## src/rtl/reg_arbiter.sv

```systemverilog
// Two-requester arbiter in front of a single-port register bank.
// Round-robin on ties; addresses at or above RO_BASE reject writes.
module reg_arbiter #(
    parameter int ADDR_W = 8,
    parameter int DATA_W = 8,
    parameter logic [ADDR_W-1:0] RO_BASE = 8'hF0
) (
    input  logic              clk,
    input  logic              rst,
    input  logic              r0_req,
    input  logic              r0_we,
    input  logic [ADDR_W-1:0] r0_addr,
    input  logic [DATA_W-1:0] r0_wdata,
    output logic              r0_gnt,
    output logic              r0_done,
    output logic              r0_err,
    output logic [DATA_W-1:0] r0_rdata,
    input  logic              r1_req,
    input  logic              r1_we,
    input  logic [ADDR_W-1:0] r1_addr,
    input  logic [DATA_W-1:0] r1_wdata,
    output logic              r1_gnt,
    output logic              r1_done,
    output logic              r1_err,
    output logic [DATA_W-1:0] r1_rdata,
    output logic              mem_write_en,
    output logic              mem_read_en,
    output logic [ADDR_W-1:0] mem_addr,
    output logic [DATA_W-1:0] mem_write_data,
    input  logic [DATA_W-1:0] mem_read_data,
    output logic              busy
);

    typedef enum logic [1:0] {
        IDLE,
        ISSUE,
        WAIT,
        DONE
    } state_t;

    state_t            state;
    logic              owner;
    logic              last;
    logic              is_rd;
    logic              ro_err;
    logic              pick;
    logic              grant;
    logic              sel_we;
    logic [ADDR_W-1:0] sel_addr;
    logic [DATA_W-1:0] sel_wdata;

    // Tie goes to whoever was not served last; a lone requester always wins.
    assign pick      = r1_req & (~r0_req | ~last);
    assign grant     = rst & (state == IDLE) & (r0_req | r1_req);
    assign r0_gnt    = grant & ~pick;
    assign r1_gnt    = grant & pick;
    assign sel_we    = pick ? r1_we : r0_we;
    assign sel_addr  = pick ? r1_addr : r0_addr;
    assign sel_wdata = pick ? r1_wdata : r0_wdata;
    assign busy      = (state != IDLE);

    always_ff @(posedge clk) begin
        if (!rst) begin
            state          <= IDLE;
            owner          <= 1'b0;
            last           <= 1'b1;
            is_rd          <= 1'b0;
            ro_err         <= 1'b0;
            r0_done        <= 1'b0;
            r1_done        <= 1'b0;
            r0_err         <= 1'b0;
            r1_err         <= 1'b0;
            r0_rdata       <= '0;
            r1_rdata       <= '0;
            mem_write_en   <= 1'b0;
            mem_read_en    <= 1'b0;
            mem_addr       <= '0;
            mem_write_data <= '0;
        end else begin
            r0_done        <= 1'b0;
            r1_done        <= 1'b0;
            r0_err         <= 1'b0;
            r1_err         <= 1'b0;
            mem_write_en   <= 1'b0;
            mem_read_en    <= 1'b0;
            mem_addr       <= '0;
            mem_write_data <= '0;
            unique case (state)
                IDLE: begin
                    if (grant) begin
                        owner          <= pick;
                        last           <= pick;
                        is_rd          <= ~sel_we;
                        ro_err         <= sel_we & (sel_addr >= RO_BASE);
                        mem_addr       <= sel_addr;
                        mem_write_data <= sel_wdata;
                        mem_write_en   <= sel_we & (sel_addr < RO_BASE);
                        mem_read_en    <= ~sel_we;
                        state          <= ISSUE;
                    end
                end
                ISSUE: begin
                    if (is_rd) begin
                        state <= WAIT;
                    end else begin
                        if (owner) begin
                            r1_done <= 1'b1;
                            r1_err  <= ro_err;
                        end else begin
                            r0_done <= 1'b1;
                            r0_err  <= ro_err;
                        end
                        state <= DONE;
                    end
                end
                WAIT: begin
                    if (owner) begin
                        r1_done  <= 1'b1;
                        r1_rdata <= mem_read_data;
                    end else begin
                        r0_done  <= 1'b1;
                        r0_rdata <= mem_read_data;
                    end
                    state <= DONE;
                end
                DONE: begin
                    state <= IDLE;
                end
            endcase
        end
    end

endmodule

```

## config.mk

```make
export PLATFORM = sky130hd
export DESIGN_NAME = reg_arbiter
export DESIGN_NICKNAME = d
export VERILOG_FILES = /design/src/rtl/reg_arbiter.sv
export SDC_FILE = /design/constraint.sdc
export NUM_CORES = 1
export LEC_CHECK = 0
export ABC_AREA = 1
export CORE_MARGIN = 2
export CORE_UTILIZATION = 35
export CTS_CLUSTER_SIZE = 25
export DETAILED_ROUTE_END_ITERATION = 7
export PLACE_DENSITY = 0.75
export RECOVER_POWER = 25
export SLEW_MARGIN = 20
export SYNTH_ARGS = -nofsm -noshare
export SYNTH_HDL_FRONTEND = slang
export SYNTH_SLANG_ARGS = --single-unit
```

## constraint.sdc

```tcl
create_clock -name clk -period 1.4 [get_ports clk]
set_input_delay 0.21 -clock clk [delete_from_list [all_inputs] [get_ports clk]]
set_output_delay 0.21 -clock clk [all_outputs]
set_load 0.02 [all_outputs]
```

==> flow_summary.yaml, run 1 <==
status:
  status: "complete, but fails checks"
  violations: "setup timing"
pwr:
  combPwrFrac_pct: 38.3
  p_sw_share_pct: 33.9
  power.density_mw_per_mm2: 1490
  leakagePower_nw: 1.41
  ir_worst_vdd_mv: 0.559
  internal_power_w: 0.00273
  switching_power_w: 0.00140
  p_seq_share_pct: 38.8
  clkPwrFrac_pct: 22.9
hold_path:
  hold_start: "r1_addr[0]"
  min_to: "mem_addr[0]"
  hold_depth: 3
  min_path_type: "in2reg"
global_routing:
  grt_pass1_vias: 1518
  grt_max_degree: 21
  antenna_found_initial: 0
  gr-usage-all-layers_pct: 16.7
  grt_pass1_wl_microns: 6800
  grt_remaining_overflow: 0
clock_network:
  clk_pin_slew_ps: 80
  cts_sinks: 44
  clockBufferDepth: 2
  hold_buffers: 0
  cts_buffers: 5
  root_buffer: "clkbuf_8"
  clkLatencyLatePin_ps: 300
  htree_levels: 2
  cts_tree: "done"
timing:
  slew_viol_final: 0
  setup_tns_ps: -8.73
  fin_skew_ps: 6.17
  hold_viol: 0
  fin_crit_sh_pct: 101
  setup_viol: 1
  worst_pin_slew_ps: 261
  fin_ws_ps: -8.73
  maxSlewHeadroom_pct: 82.6
  min_period_ps: 1410
  rsz0062_at_grt: "true"
  fmax_mhz: 710
detailed_routing:
  wl_microns: 4250
  first_pass_iters: 4
  postRouteAntennaNets: 0
  vias: 1687
  drc_errors: 0
  drt_iter0_markers: 69
  via_per_inst: 4.47
  post_drt_wl_per_cell_microns: 11.3
die:
  fp.coreArea_sq_mm: 0.00466
  num_rows: 25
  dieWidth_microns: 73.0
  io_pins: 87
  die_h_microns: 73.0
  dieArea_sq_mm: 0.00533
  start_util_pct: 35.7
yosys:
  syn_nets: 266
  synthesis.area_sq_mm: 0.00167
  syn_area_per_cell_sq_um: 7.71
  synth.distinct_cells: 21
  netlist_instances: 216
  ys_ff_latch: 44
  yosysSeqAreaShare_pct: 52.9
  yosysWarnings: 0
placed_design:
  hpwl_microns: 3280
  place.gp.congestion: 0.770
  dp_slack_ps: -578
  portBuffers: 86
  dpl_cell_area_sq_mm: 0.00269
worst_setup_path:
  required_ps: 1190
  regToRegStartpoint: "state[1]"
  path_common_cell: "inv_2"
  arrival_ps: 1200
  slowest_delay_ps: 330
  start_kind: "flop"
  critPathCaptureType: "primary output"
  cpMaxStageDelayCell: "dfxtp_2"
  reg2reg_setup_slack_ps: 110
  crit_chain: "inv_2 > ha_4 > nand3_4 > inv_2 > nand2_2 > inv_2 > buf_6"
  reg2reg_depth: 7
  reg2reg_to: "state[0]"
  cp_max_fo: 3
  worstSetupPathType: "reg2out"
finish:
  final_util_pct: 59.6
  nets: 372
  drive_gt1_share_pct: 13.6
  num-fill-cells: 445
  area_growth_pct: 66.7
  num_antenna_cells: 0
  post-route-cell-area_sq_mm: 0.00278
flow_run:
  max_cap_viol_count: 0
## metrics by stage
stage          cells  hold slack, ps  power [W]
6_report         377             441    0.00414
5_1_grt          377             447    0.00440
4_1_cts          377             430    0.00417
3_5_place_dp     369             473    0.00331
3_3_place_gp     369             462    0.00328
2_1_floorplan    216             313    0.00247
## worst max-delay path by stage
| stage | startpoint | to | slack (ps) | depth (start not counted) |
|---|---|---|---|---|
| floorplan | state[0] | r0_gnt | 30 | 6 |
| global placement | r1_req | r1_gnt | -560 | 8 |
| global route | state[0] | r1_gnt | -80 | 7 |
| detailed placement | r1_req | r1_gnt | -580 | 8 |
| CTS | state[0] | r1_gnt | -50 | 7 |
| finish | state[0] | r1_gnt | -9 | 7 |
## power by group through the flow
| stage | combinational [W] | clock (W) | sequential [W] |
|---|---|---|---|
| 4_1_cts | 0.00158 | 0.000975 | 0.00161 |
| 2_1_floorplan | 0.000570 | 0 | 0.00190 |
| 3_5_place_dp | 0.00167 | 0 | 0.00164 |
| 5_1_grt | 0.00174 | 0.00102 | 0.00163 |
| 6_report | 0.00158 | 0.000946 | 0.00161 |
| 3_3_place_gp | 0.00165 | 0 | 0.00162 |
## kinds of logic after synthesis
| logic type | count (synthesis) | share of synthesized area [%] |
|---|---|---|
| simple gates | 116 | 28.9 |
| flops | 44 | 52.9 |
| buf+inv | 27 | 7.51 |
| compound gates | 25 | 7.74 |
| fa+ha+maj | 4 | 3.01 |
## cell type report
class	instances	area (sq um)	share of cell area (%)
Clock inverter	3	42.5	1.53
Sequential cell	44	883	31.8
Inverter	22	82.6	2.97
Multi-Input combinational cell	145	682	24.6
Clock buffer	5	68.8	2.48
Tap cell	54	67.6	2.43
Timing Repair Buffer	104	950	34.2
## worst max-delay path, delay by kind of cell (launching register included)
| kind | cells | cell delay, ps |
|---|---|---|
| flops | 1 | 330 |
| buf+inv | 4 | 300 |
| fa+ha+maj | 1 | 150 |
| simple gates | 2 | 130 |
## metal layers
metal	routed length [microns]	global-route usage [%]	up-vias
met5	0	0	-
met2	2130	28.7	59
met3	310	6.22	5
met4	52	5.56	0
li1	-	-	877
met1	1760	19.0	746
## flip-flops by register name, indices dropped and copies added (netlist names)
signal and cells:
owner 1, r0_rdata 8, last 1, mem_read_en 1, r0_err 1, mem_addr 8
mem_write_en 1, r0_done 1, r1_err 1, mem_write_data 8, state 2, is_rd 1
r1_done 1, ro_err 1, r1_rdata 8
## cells in the mapped netlist
| master | instances | share of area, % |
|---|---|---|
| nand2_2 | 2 | 0.75 |
| nand3_2 | 1 | 0.60 |
| buf_2 | 1 | 0.30 |
| buf_4 | 1 | 0.45 |
| o21ai_0 | 20 | 6.0 |
| nor2_4 | 1 | 0.68 |
| nand3b_1 | 4 | 1.8 |
| ha_1 | 4 | 3.0 |
| nand3_1 | 7 | 2.1 |
| inv_2 | 3 | 0.68 |
| buf_8 | 1 | 0.90 |
| a21boi_0 | 1 | 0.45 |
| a21oi_1 | 3 | 0.90 |
| buf_6 | 1 | 0.68 |
| clkbuf_1 | 1 | 0.23 |
| dfxtp_1 | 44 | 53 |
| o22ai_1 | 1 | 0.38 |
| nand2_1 | 57 | 13 |
| nor3_1 | 2 | 0.60 |
| inv_1 | 19 | 4.3 |
| nor2_1 | 42 | 9.5 |
## repair_timing
action,4_1_cts,5_1_grt
gates resized for setup,65,3
pin swaps,1,1
endpoints found under the setup margin,41,3
buffers inserted,0,0
## cells in the final DEF (no fill, tap or decap)
cell	count
nand2_1	56
clkdlybuf4s50_1	43
nor2_1	42
dfxtp_1	42
dlygate4sd2_1	40
o21ai_0	20
inv_1	15
buf_4	14
inv_2	7
nand3_1	7
clkbuf_8	5
nand3b_1	4
clkbuf_4	4
nand2_2	3
a21oi_1	3
ha_1	3
buf_6	3
nor3_1	2
dfxtp_2	2
nand3_4	1
nor2_4	1
a21boi_0	1
o22ai_1	1
ha_4	1
clkinvlp_4	1
bufinv_16	1
clkinv_2	1
(Power assumes the default switching activity.)
==> inputs of run 2 (changes only) <==
Settings changed: CTS_CLUSTER_DIAMETER from default to 150.
Clock period 1.4 ns to 1.1 ns, I/O delays scaled along.
==> flow_summary.yaml, run 2 (same netlist as run 1, synthesis figures left out) <==
status:
  status: "complete, but fails checks"
  violations: "setup timing"
finish:
  multiInputGateArea_sq_um: 883
  drive_gt1_share_pct: 36.7
  area_growth_pct: 78.1
  num_antenna_cells: 0
  final_common_cell: "nand2_1"
  nets: 381
  num-fill-cells: 405
  mostFrequentLayoutCells: "nand2_1, clkdlybuf4s50_1, dfxtp_1"
  post-route-cell-area_sq_mm: 0.00297
  seqCellArea_sq_um: 886
worst_setup_path:
  critPathCaptureType: "primary output"
  start_kind: "input pin"
  critPathBufInv: 3
  crit_chain: "clkdlybuf4s50_1 > inv_2 > nand2_2 > nand3_4 > nor2_4 > buf_6"
  regToRegStartpoint: "state[1]"
  worstSetupStartpoint: "r1_req"
  cp_max_fo: 3
  cp_top_family: "buffers and inverters"
  arrival_ps: 1220
  slowest_delay_ps: 530
  worstSetupPathType: "in2out"
  cpMaxStageDelayCell: "clkdlybuf4s50_1"
  required_ps: 940
clock_network:
  clockBufferDepth: 2
  cts_tree: "done"
  root_buffer: "clkbuf_8"
  cts_sinks: 44
  clk_pin_slew_ps: 90
  htree_levels: 2
  clkLatencyLatePin_ps: 300
  hold_buffers: 0
  cts_buffers: 5
timing:
  slew_viol_final: 0
  hold_viol: 0
  setup_tns_ps: -2340
  min_period_ps: 1380
  maxSlewHeadroom_pct: 80.6
  fin_ws_ps: -282
  fmax_mhz: 724
  fin_skew_ps: 9.59
  rsz0062_at_grt: "true"
  setup_viol: 36
  fin_crit_sh_pct: 126
  worst_pin_slew_ps: 293
die:
  num_rows: 25
  start_util_pct: 35.7
  die_h_microns: 73.0
  dieWidth_microns: 73.0
  io_pins: 87
  dieArea_sq_mm: 0.00533
  fp.coreArea_sq_mm: 0.00466
placed_design:
  dp_slack_ps: -784
  hpwl_microns: 3290
  dpl_cell_area_sq_mm: 0.00274
  place.gp.congestion: 0.806
  portBuffers: 86
detailed_routing:
  via_per_inst: 4.46
  drc_errors: 0
  drt_iter0_markers: 55
  postRouteAntennaNets: 0
  post_drt_wl_per_cell_microns: 12.2
  vias: 1720
  first_pass_iters: 4
  wl_microns: 4700
pwr:
  leakagePower_nw: 1.36
  power.density_mw_per_mm2: 1890
  ir_worst_vdd_mv: 0.885
global_routing:
  grt_pass1_wl_microns: 6870
  gr-usage-all-layers_pct: 16.9
  antenna_found_initial: 0
  grt_pass1_vias: 1512
  grt_max_degree: 21
  grt_remaining_overflow: 0
hold_path:
  hold_start: "r1_addr[2]"
  min_path_type: "in2reg"
flow_run:
  max_cap_viol_count: 0
-- run 2: path summary, 6_finish.rpt --
path,to,slack [ps],cells after the start
worst max register to register,state[0],-80,8
worst max-delay path,r0_gnt,-280,6
worst min-delay path,mem_addr[2],400,3
worst min register to register,ro_err,480,2
-- run 2: final cells by class --
class | instances | share of cell area [%]
Inverter | 22 | 3.21
Timing Repair Buffer | 112 | 31.9
Multi-Input combinational cell | 146 | 29.8
Tap cell | 54 | 2.28
Clock buffer | 5 | 2.32
Sequential cell | 44 | 29.9
Clock inverter | 3 | 0.633
-- run 2: what timing repair did --
action,4_1_cts,5_1_grt
gates cloned,1,0
resized for setup,143,87
setup endpoints to repair,76,73
buffers inserted,1,3
pin swaps,4,8
-- run 2: power by group --
group	total (W)	internal, W	switching, W
Sequential	0.00209	0.00193	0.000160
Clock	0.000990	0.000443	0.000547
Combinational	0.00252	0.00114	0.00138
Total	0.00560	0.00351	0.00209
-- run 2: worst register-to-register path: cells and delay by family, from the launching register on --
kind / cells / cell delay (ps)
adders and majority gates: 1 / 150
AOI/OAI and AO/OA: 2 / 180
and+or+nand+nor: 2 / 130
DFF: 1 / 340
buffers and inverters: 3 / 280
-- run 2: metal layers --
layer  global-route usage, %  vias up  wire [microns]
li1                        -      900               -
met1                    20.7      741            1880
met5                       0        -               0
met2                    26.9       70            2340
met3                    5.52        9             366
met4                    7.61        0             103
-- run 2: metrics by stage --
step                      hold slack [ps]  power, W  utilization [%]  cells
after global placement                461   0.00430             58.9    374
after CTS                             393   0.00539             62.7    384
final                                 400   0.00560             63.6    386
after floorplan                       268   0.00320                -    216
after global routing                  399   0.00593             63.6    386
after detailed placement              472   0.00435             58.9    374
==> inputs of run 3 (changes only) <==
Settings changed: RECOVER_POWER 25 to default, SKIP_CTS_REPAIR_TIMING from default to 1.
==> flow_summary.yaml, run 3 (same netlist as run 1, synthesis figures left out) <==
status:
  status: "complete, but fails checks"
  violations: "setup timing"
timing:
  worst_pin_slew_ps: 261
  rsz0062_at_grt: "true"
  fin_skew_ps: 6.88
  hold_viol: 0
  fin_ws_ps: -317
  setup_viol: 37
  fin_crit_sh_pct: 129
  slew_viol_final: 0
  maxSlewHeadroom_pct: 82.6
  fmax_mhz: 706
  min_period_ps: 1420
clock_network:
  cts_tree: "done"
  clockBufferDepth: 2
  cts_sinks: 44
  clk_pin_slew_ps: 80
  root_buffer: "clkbuf_8"
  clkLatencyLatePin_ps: 300
  cts_buffers: 5
  htree_levels: 2
finish:
  drive_gt1_share_pct: 29.0
  area_growth_pct: 91.4
  nets: 384
  multiInputGateArea_sq_um: 850
  mostFrequentLayoutCells: "clkdlybuf4s50_1, dfxtp_1, nor2_1, dlymetal6s2s_1, nand2_1"
  num_antenna_cells: 0
  final_common_cell: "clkdlybuf4s50_1"
  fin_cells: 389
  final_util_pct: 68.4
  seqCellArea_sq_um: 886
  num-fill-cells: 383
detailed_routing:
  post_drt_wl_per_cell_microns: 12.5
  drt_iter0_markers: 58
  postRouteAntennaNets: 0
  first_pass_iters: 4
  via_per_inst: 4.53
  wl_microns: 4860
  vias: 1764
  drc_errors: 0
global_routing:
  grt_remaining_overflow: 0
  gr-usage-all-layers_pct: 16.3
  grt_max_degree: 21
  grt_pass1_vias: 1475
  grt_pass1_wl_microns: 6620
  antenna_found_initial: 0
worst_setup_path:
  reg2reg_setup_slack_ps: -170
  path_common_cell: "buf_6"
  start_kind: "flop"
  regToRegStartpoint: "state[0]"
  cpMaxStageDelayCell: "dfxtp_2"
  critPathBufInv: 5
  cp_max_fo: 4
  arrival_ps: 1250
  reg2reg_depth: 10
  worstSetupPathType: "reg2out"
  slowest_delay_ps: 340
  crit_cells: 6
  reg2reg_to: "mem_write_data[1]"
  required_ps: 940
  crit_chain: "inv_2 > ha_4 > buf_4 > buf_6 > inv_4 > buf_6"
  cp_top_family: "buffers and inverters"
  critPathCaptureType: "primary output"
placed_design:
  portBuffers: 86
  dp_slack_ps: -784
  place.gp.congestion: 0.806
  hpwl_microns: 3290
  placed_cells: 374
flow_run:
  max_cap_viol_count: 0
hold_path:
  hold_depth: 3
  min_path_type: "in2reg"
  hold_start: "r0_wdata[0]"
  min_to: "mem_write_data[0]"
die:
  dieWidth_microns: 73.0
  die_h_microns: 73.0
  io_pins: 87
  start_util_pct: 35.7
  num_rows: 25
  dieArea_sq_mm: 0.00533
  fp.coreArea_sq_mm: 0.00466
pwr:
  finalPower_w: 0.00566
  power.density_mw_per_mm2: 1780
  leakagePower_nw: 2.00
  ir_worst_vdd_mv: 0.853
run 3: changes by cell type in the layout (fill, tap and decap cells not counted), moves of 9 or more:
cell            previous run  this run
o21ai_2                   16         7
nand2_2                    4        19
buf_2                     12         0
clkbuf_1                   9         0
nand2_1                   52        36
dlymetal6s2s_1             0        37
run 3: worst max path at each step:
stage          startpoint  slack (ps)  endpoint
6_report         state[0]        -320      busy
5_1_grt            r1_req        -380    r1_gnt
4_1_cts          state[1]        -820    r1_gnt
3_5_place_dp       r1_req        -780    r1_gnt
3_3_place_gp       r1_req        -770    r1_gnt
2_1_floorplan    state[0]        -100    r0_gnt
run 3: per-stage QoR:
| stage | cell area (sq um) | setup TNS, ps | hold slack, ps |
|---|---|---|---|
| final | 3190 | -4720 | 406 |
| after global routing | 3190 | -7530 | 415 |
| after CTS | 2830 | -17860 | 393 |
| after detailed placement | 2740 | -12450 | 472 |
| after global placement | 2740 | -11670 | 461 |
| after floorplan | 1690 | -1000 | 268 |
run 3: worst register-to-register path, stage by stage (launching register included):
cell	delay [ps]
dfxtp_2	340
inv_2	50
ha_4	160
nand3_4	90
inv_2	50
nand2_4	60
inv_4	40
buf_4	130
clkbuf_16	160
nand2_2	50
nand2_1	50
run 3: power by group:
part	total, W	internal (W)	leakage (nW)	switching [W]
sequential	0.00207	0.00192	0.360	0.000148
combinational	0.00260	0.00128	1.59	0.00132
clock	0.000992	0.000443	0.0479	0.000550
total	0.00566	0.00364	2.00	0.00202
run 3: per-layer routing:
| layer | part of all wire (%) | vias to the layer above | track usage (%) |
|---|---|---|---|
| met3 | 7.0 | 9 | 5.52 |
| met5 | 0 | - | 0 |
| met2 | 51 | 67 | 25.8 |
| met4 | 2.2 | 0 | 7.20 |
| li1 | - | 907 | - |
| met1 | 39 | 781 | 19.9 |
run 3: layout make-up:
| type | instances | area share, % |
|---|---|---|
| repair buffers | 115 | 37.7 |
| well taps | 54 | 2.12 |
| clock buffers | 5 | 2.16 |
| multi-input cells | 146 | 26.6 |
| clock inverters | 3 | 0.589 |
| flip-flops and latches | 44 | 27.8 |
| inverters | 22 | 2.98 |
